[src/rtl/riscv_cpu_pkg.sv]
// Shared CPU constants: reorder-buffer sizing, dependency tag sentinel,
// RoB entry type encodings and reservation-station opcode classes.
package riscv_cpu_pkg;

  localparam int RoB_WIDTH = 4;
  localparam int RoB_SIZE  = 1 << RoB_WIDTH;

  // One past the largest RoB index, so it can never alias a real tag.
  localparam logic [RoB_WIDTH:0] NON_DEP = (RoB_WIDTH + 1)'(RoB_SIZE);

  typedef enum logic [1:0] {
    ROB_REG    = 2'd0,
    ROB_BRANCH = 2'd1,
    ROB_STORE  = 2'd2,
    ROB_JALR   = 2'd3
  } rob_type_e;

  localparam logic [3:0] RS_OP_ADD  = 4'd0;
  localparam logic [3:0] RS_OP_SUB  = 4'd1;
  localparam logic [3:0] RS_OP_AND  = 4'd2;
  localparam logic [3:0] RS_OP_OR   = 4'd3;
  localparam logic [3:0] RS_OP_XOR  = 4'd4;
  localparam logic [3:0] RS_OP_SLL  = 4'd5;
  localparam logic [3:0] RS_OP_SRL  = 4'd6;
  localparam logic [3:0] RS_OP_SRA  = 4'd7;
  localparam logic [3:0] RS_OP_SLT  = 4'd8;
  localparam logic [3:0] RS_OP_SLTU = 4'd9;
  localparam logic [3:0] RS_OP_BR   = 4'd10;

endpackage

[src/rtl/reorder_buffer.sv]
// Circular in-order reorder buffer: allocates at dispatch, collects ALU/LSB
// results, forwards operands, commits one entry per cycle and raises flush.
module reorder_buffer
  import riscv_cpu_pkg::*;
(
  input  logic                 clk_in,
  input  logic                 rst_in,
  input  logic                 rdy_in,
  input  logic                 alloc_en,
  input  logic [1:0]           alloc_type,
  input  logic [4:0]           alloc_rd,
  input  logic [31:0]          alloc_pc,
  input  logic                 alloc_pred_taken,
  input  logic [31:0]          alloc_alt_pc,
  output logic [RoB_WIDTH-1:0] alloc_index,
  input  logic [RoB_WIDTH-1:0] query_j_idx,
  input  logic [RoB_WIDTH-1:0] query_k_idx,
  output logic                 query_j_ready,
  output logic                 query_k_ready,
  output logic [31:0]          query_j_data,
  output logic [31:0]          query_k_data,
  input  logic                 alu_wb_en,
  input  logic [RoB_WIDTH-1:0] alu_wb_index,
  input  logic [31:0]          alu_wb_data,
  input  logic                 lsb_wb_en,
  input  logic [RoB_WIDTH-1:0] lsb_wb_index,
  input  logic [31:0]          lsb_wb_data,
  output logic                 commit_en,
  output logic [RoB_WIDTH-1:0] commit_index,
  output logic [4:0]           commit_rd,
  output logic [31:0]          commit_data,
  output logic                 commit_store,
  output logic                 flush_signal,
  output logic [31:0]          flush_pc,
  output logic                 isFull,
  output logic                 isEmpty
);

  localparam logic [RoB_WIDTH:0]   CNT_ONE  = (RoB_WIDTH + 1)'(1);
  localparam logic [RoB_WIDTH:0]   CNT_FULL = (RoB_WIDTH + 1)'(RoB_SIZE);
  localparam logic [RoB_WIDTH-1:0] PTR_ONE  = RoB_WIDTH'(1);

  logic [RoB_WIDTH-1:0] head, tail;
  logic [RoB_WIDTH:0]   count;
  logic [RoB_SIZE-1:0]  busy, ready, busy_nxt, ready_nxt;

  rob_type_e   ent_type [RoB_SIZE];
  logic [4:0]  ent_rd   [RoB_SIZE];
  logic [31:0] ent_pc   [RoB_SIZE];
  logic        ent_pred [RoB_SIZE];
  logic [31:0] ent_alt  [RoB_SIZE];
  logic [31:0] ent_data [RoB_SIZE];

  logic do_alloc, do_commit, head_flush, alu_hit, lsb_hit;

  assign isFull      = (count == CNT_FULL);
  assign isEmpty     = (count == '0);
  assign alloc_index = tail;
  assign alu_hit     = alu_wb_en && busy[alu_wb_index];
  assign lsb_hit     = lsb_wb_en && busy[lsb_wb_index];

  // flush_signal high means the buffer was just emptied, so nothing may enter or leave.
  assign do_alloc  = rdy_in && alloc_en && !isFull && !flush_signal;
  assign do_commit = rdy_in && !flush_signal && (count != '0) && busy[head] && ready[head];

  always_comb begin
    head_flush = 1'b0;
    case (ent_type[head])
      ROB_BRANCH: head_flush = (ent_data[head][0] != ent_pred[head]);
      ROB_JALR:   head_flush = 1'b1;
      default:    head_flush = 1'b0;
    endcase
  end

  always_comb begin
    busy_nxt  = busy;
    ready_nxt = ready;
    if (alu_hit) ready_nxt[alu_wb_index] = 1'b1;
    if (lsb_hit) ready_nxt[lsb_wb_index] = 1'b1;
    if (do_commit) begin
      busy_nxt[head]  = 1'b0;
      ready_nxt[head] = 1'b0;
    end
    if (do_alloc) begin
      busy_nxt[tail]  = 1'b1;
      ready_nxt[tail] = 1'b0;
    end
    if (do_commit && head_flush) begin
      busy_nxt  = '0;
      ready_nxt = '0;
    end
  end

  // Operand forwarding: a same-cycle writeback bypasses the entry, LSB taking priority.
  always_comb begin
    query_j_ready = ready[query_j_idx];
    query_j_data  = ent_data[query_j_idx];
    if (alu_wb_en && alu_wb_index == query_j_idx) begin
      query_j_ready = 1'b1;
      query_j_data  = alu_wb_data;
    end
    if (lsb_wb_en && lsb_wb_index == query_j_idx) begin
      query_j_ready = 1'b1;
      query_j_data  = lsb_wb_data;
    end
  end

  always_comb begin
    query_k_ready = ready[query_k_idx];
    query_k_data  = ent_data[query_k_idx];
    if (alu_wb_en && alu_wb_index == query_k_idx) begin
      query_k_ready = 1'b1;
      query_k_data  = alu_wb_data;
    end
    if (lsb_wb_en && lsb_wb_index == query_k_idx) begin
      query_k_ready = 1'b1;
      query_k_data  = lsb_wb_data;
    end
  end

  always_ff @(posedge clk_in or posedge rst_in) begin
    if (rst_in) begin
      head         <= '0;
      tail         <= '0;
      count        <= '0;
      busy         <= '0;
      ready        <= '0;
      commit_en    <= 1'b0;
      commit_store <= 1'b0;
      flush_signal <= 1'b0;
      commit_index <= '0;
      commit_rd    <= '0;
      commit_data  <= '0;
      flush_pc     <= '0;
    end else if (!rdy_in) begin
      commit_en    <= 1'b0;
      commit_store <= 1'b0;
      flush_signal <= 1'b0;
    end else begin
      commit_en    <= do_commit;
      commit_store <= do_commit && (ent_type[head] == ROB_STORE);
      flush_signal <= do_commit && head_flush;
      busy         <= busy_nxt;
      ready        <= ready_nxt;
      if (do_commit) begin
        commit_index <= head;
        commit_rd    <= (ent_type[head] == ROB_REG || ent_type[head] == ROB_JALR) ? ent_rd[head] : 5'd0;
        commit_data  <= (ent_type[head] == ROB_JALR) ? ent_pc[head] + 32'd4 : ent_data[head];
        if (head_flush)
          flush_pc <= (ent_type[head] == ROB_JALR) ? ent_data[head] : ent_alt[head];
      end
      if (do_commit && head_flush) begin
        head  <= '0;
        tail  <= '0;
        count <= '0;
      end else begin
        if (do_commit) head <= head + PTR_ONE;
        if (do_alloc)  tail <= tail + PTR_ONE;
        case ({do_alloc, do_commit})
          2'b10:   count <= count + CNT_ONE;
          2'b01:   count <= count - CNT_ONE;
          default: count <= count;
        endcase
      end
    end
  end

  // Entry payload carries no reset; busy/ready qualify every use of it.
  always_ff @(posedge clk_in) begin
    if (rdy_in) begin
      if (do_alloc) begin
        ent_type[tail] <= rob_type_e'(alloc_type);
        ent_rd[tail]   <= alloc_rd;
        ent_pc[tail]   <= alloc_pc;
        ent_pred[tail] <= alloc_pred_taken;
        ent_alt[tail]  <= alloc_alt_pc;
      end
      if (alu_hit) ent_data[alu_wb_index] <= alu_wb_data;
      if (lsb_hit) ent_data[lsb_wb_index] <= lsb_wb_data;
    end
  end

endmodule

[config.mk]
export PLATFORM = sky130hd
export DESIGN_NAME = reorder_buffer
export DESIGN_NICKNAME = d
export VERILOG_FILES = /design/src/rtl/riscv_cpu_pkg.sv /design/src/rtl/reorder_buffer.sv
export SDC_FILE = /design/constraint.sdc
export NUM_CORES = 2
export LEC_CHECK = 0
export BUFFER_PORTS_ARGS = -buffer_cell sky130_fd_sc_hd__buf_2
export CAP_MARGIN = 20
export CORE_MARGIN = 5
export CORE_UTILIZATION = 40
export DETAILED_ROUTE_END_ITERATION = 7
export SETUP_SLACK_MARGIN = 0.2
export SLEW_MARGIN = 20
export SYNTH_ARGS = -nofsm -noshare
export SYNTH_HDL_FRONTEND = slang
export SYNTH_SLANG_ARGS = --single-unit
[constraint.sdc]
create_clock -name clk_in -period 8.16 [get_ports clk_in]
set_input_delay 1.224 -clock clk_in [delete_from_list [all_inputs] [get_ports clk_in]]
set_output_delay 1.224 -clock clk_in [all_outputs]
set_load 0.005 [all_outputs]
==> run metrics <==
r2r worst-path depth=10; Critical R2R Launch=head[0]; all-layer global routing usage=about a quarter; crit end category=output pin; setup violators final=0; reg-to-reg slack, setup=3100 ps; Overflow after GRT=0; Critical Path Max Stage Delay=between 800 and 900 ps; Syn Std Cell Area=around 0.086 mm2; CTS H-tree lvls=4; CP top delay family=buffers and inverters; commonest non-fill, non-tap cell in the layout=edfxtp_1; synthesized area per cell=18.96 um2; Lkg Pwr=31.11 nW; crit path cell chain=buf_6, buf_4, mux4_2, mux4_2, mux2i_1, o21ai_0, buf_2; root buffer cell=clkbuf_16; Sink Count=approximately 1800; total CTS buffers=184; Worst-Skew Late Latency=830 ps; die width=472.6 um; IO Count=306; power per cell area=282.6 mW/mm2; top cell type's share of synthesized area=around 60%; most frequent cells in the layout=1664 x edfxtp_1, 799 x mux4_2, 514 x mux2_2; switching power=8.551 mW; final hold vios=0; GP Congestion=0.8173; Via density=about 6.3; DR vias=48220; ys async rst share=under 10%; Synth Net Count=4686; sequential cell area=0.05301 mm2; critical path class=input port to output pin; Power Internal=18.50 mW; initial antenna violation count=62; Final Instance Area=0.09570 mm2; post-synthesis instance total=4514; Netlist cell types=70; Remaining DRCs=0; DRT Pass-1 Iters=7; Comb power frac=28.3%; sequential power share=41.2%; RSZ-0062 raised after global routing=false; Core ar.=0.2125 mm2; top_reg_cell synth=edfxtp_1; Worst-path clk slew=60 ps; setup TNS=0 ps; clk_skew=60.85 ps; Worst setup SP type=input port; number of synthesized flops with an enable pin=1664; Hold Crit Class=flip-flop to flip-flop; crit share post-route=68.71%; Slew @ Worst Pin=1120 ps; largest net degree at the start of global routing=114; Reg-to-Reg End=flush_pc[10]; CP max stage cell=buf_4; Sw Share=approximately a third; vias in the first global route=approximately 49000; FF+latch count, synth=1785; Rel. slew slack=roughly 25%; share of layout cells above drive strength 1=42.80%; WP data arrival=4380 ps; CTS resizes=0; Placed Area=0.08968 mm2; Synth-to-Final Area Change=11.81%; clock share of power=30.6%; status=completed; IO Port Bufs=305; Fmax=around 0.18 GHz; routed length per instance=35.06 um; Core Rows=around 170; critical path buffer and inverter count=3; Crit path top cell by count=mux4_2; initial DRC count=~5700; Area contributors post-synth=edfxtp_1 58%, mux4_2 21%, mux2_2 6.8%; first-pass GRT wire length=379.4 mm; Final nets=about 4900; crit path capture=query_j_data[20]; post-CTS setup buffers=0; WL final=269.1 mm; CTS max path bufs=3; hold buffer count at CTS=0; max-slew violations=0; post-synthesis sequential area ratio=61.92%; Max Cap Viol=0; Fill cells=~18000; CTS tree=yes; post-synth top area cell=edfxtp_1; Detail Route Antenna Nets=0; Worst Path Max Fanout=72; Die ar.=0.2233 mm2; CP Depth=7; CP startpoint=query_j_idx[1]; Initial Utilization=40.28%; Tmin final=5607 ps; Ys Warns=0; peak supply drop=between 0.3 and 0.4 mV; Die H=about 470 um; DP HPWL=154.6 mm; required time of the worst setup path=6940 ps; area of the multi-input gates=0.03066 mm2
==> cell families (layout without fill, tap and decap cells) <==
group | count (synthesis) | count (layout) | share of synthesized area (%)
buffers and inverters | 445 | 768 | 2.690
AOI/OAI and AO/OA | 307 | 307 | 2.264
DFF | 1785 | 1785 | 61.92
xor gates and xnor gates | 44 | 44 | 0.4503
and+or+nand+nor | 488 | 488 | 2.586
other | 0 | 17 | 0
muxes | 1431 | 1431 | 29.89
adders and majority gates | 14 | 14 | 0.2047
==> per-stage QoR <==
step	hold WS, ps	instances	util [%]	total power, mW	worst slack, ps
after floorplan	464.4	4514	-	16.33	514.7
after global placement	459.1	7315	42.20	18.97	2574
after detailed placement	462.7	7315	42.20	19.02	2596
after CTS	479.6	7657	45.00	27.25	2586
after global routing	502.7	7663	45.02	28.10	2501
final	480.5	7675	45.03	27.05	2553
==> routing by layer <==
metal | global-route usage, % | up-vias | wire length [um]
met5 | 0 | - | 122
met2 | 39.27 | 2338 | 131900
met1 | 32.12 | 26160 | 105400
li1 | - | 19260 | -
met3 | 5.015 | 447 | 23210
met4 | 7.087 | 20 | 8510
==> layout make-up <==
cell class                      count  area share, %
Sequential cell                  1785          55.39
Antenna cell                       17        0.04445
Inverter                           20        0.09283
Clock inverter                     85         0.8172
Timing Repair Buffer              406          2.530
Multi-Input combinational cell   2284          32.04
Clock buffer                      257          5.395
Tap cell                         2821          3.688
==> power groups by stage <==
| stage | Clock (mW) | Combinational (mW) | Sequential (mW) |
|---|---|---|---|
| after floorplan | 0 | 5.31 | 11.0 |
| after global placement | 0 | 7.67 | 11.3 |
| after detailed placement | 0 | 7.70 | 11.3 |
| after CTS | 8.40 | 7.72 | 11.1 |
| after global routing | 8.80 | 8.12 | 11.2 |
| final | 8.27 | 7.64 | 11.1 |
==> synthesized netlist by cell type (36+ instances only) <==
library cell / count
buf_2: 116
dfrtp_1: 121
mux2_2: 514
nand2_1: 238
buf_1: 67
a22oi_1: 57
clkbuf_1: 180
mux4_2: 799
nor2_1: 91
mux2i_1: 80
o21ai_0: 95
a21oi_1: 49
nand3_1: 37
edfxtp_1: 1664
mux4_1: 36
==> sequential cells by signal, indices dropped and copies added (netlist names), 16 cells and up <==
name         count
ent_alt        512
ent_data       512
ent_pc         512
ent_rd          80
commit_data     32
ent_type        32
flush_pc        32
busy            16
ent_pred        16
ready           16
==> how the worst min path moves through the flow <==
stage,from,cells after the start,slack [ps],to
2_1_floorplan,count[4],1,460,count[4]
3_3_place_gp,commit_rd[0],2,460,commit_rd[0]
3_5_place_dp,commit_rd[1],2,460,commit_rd[1]
4_1_cts,commit_data[29],2,480,commit_data[29]
5_1_grt,commit_rd[1],2,500,commit_rd[1]
6_report,commit_index[0],2,480,commit_index[0]
==> worst min-delay path, stage by stage (launching register included) <==
cell	delay [ps]
dfrtp_1	340
nand2_1	40
o21ai_0	60
Power figures use the tool's default switching activity.
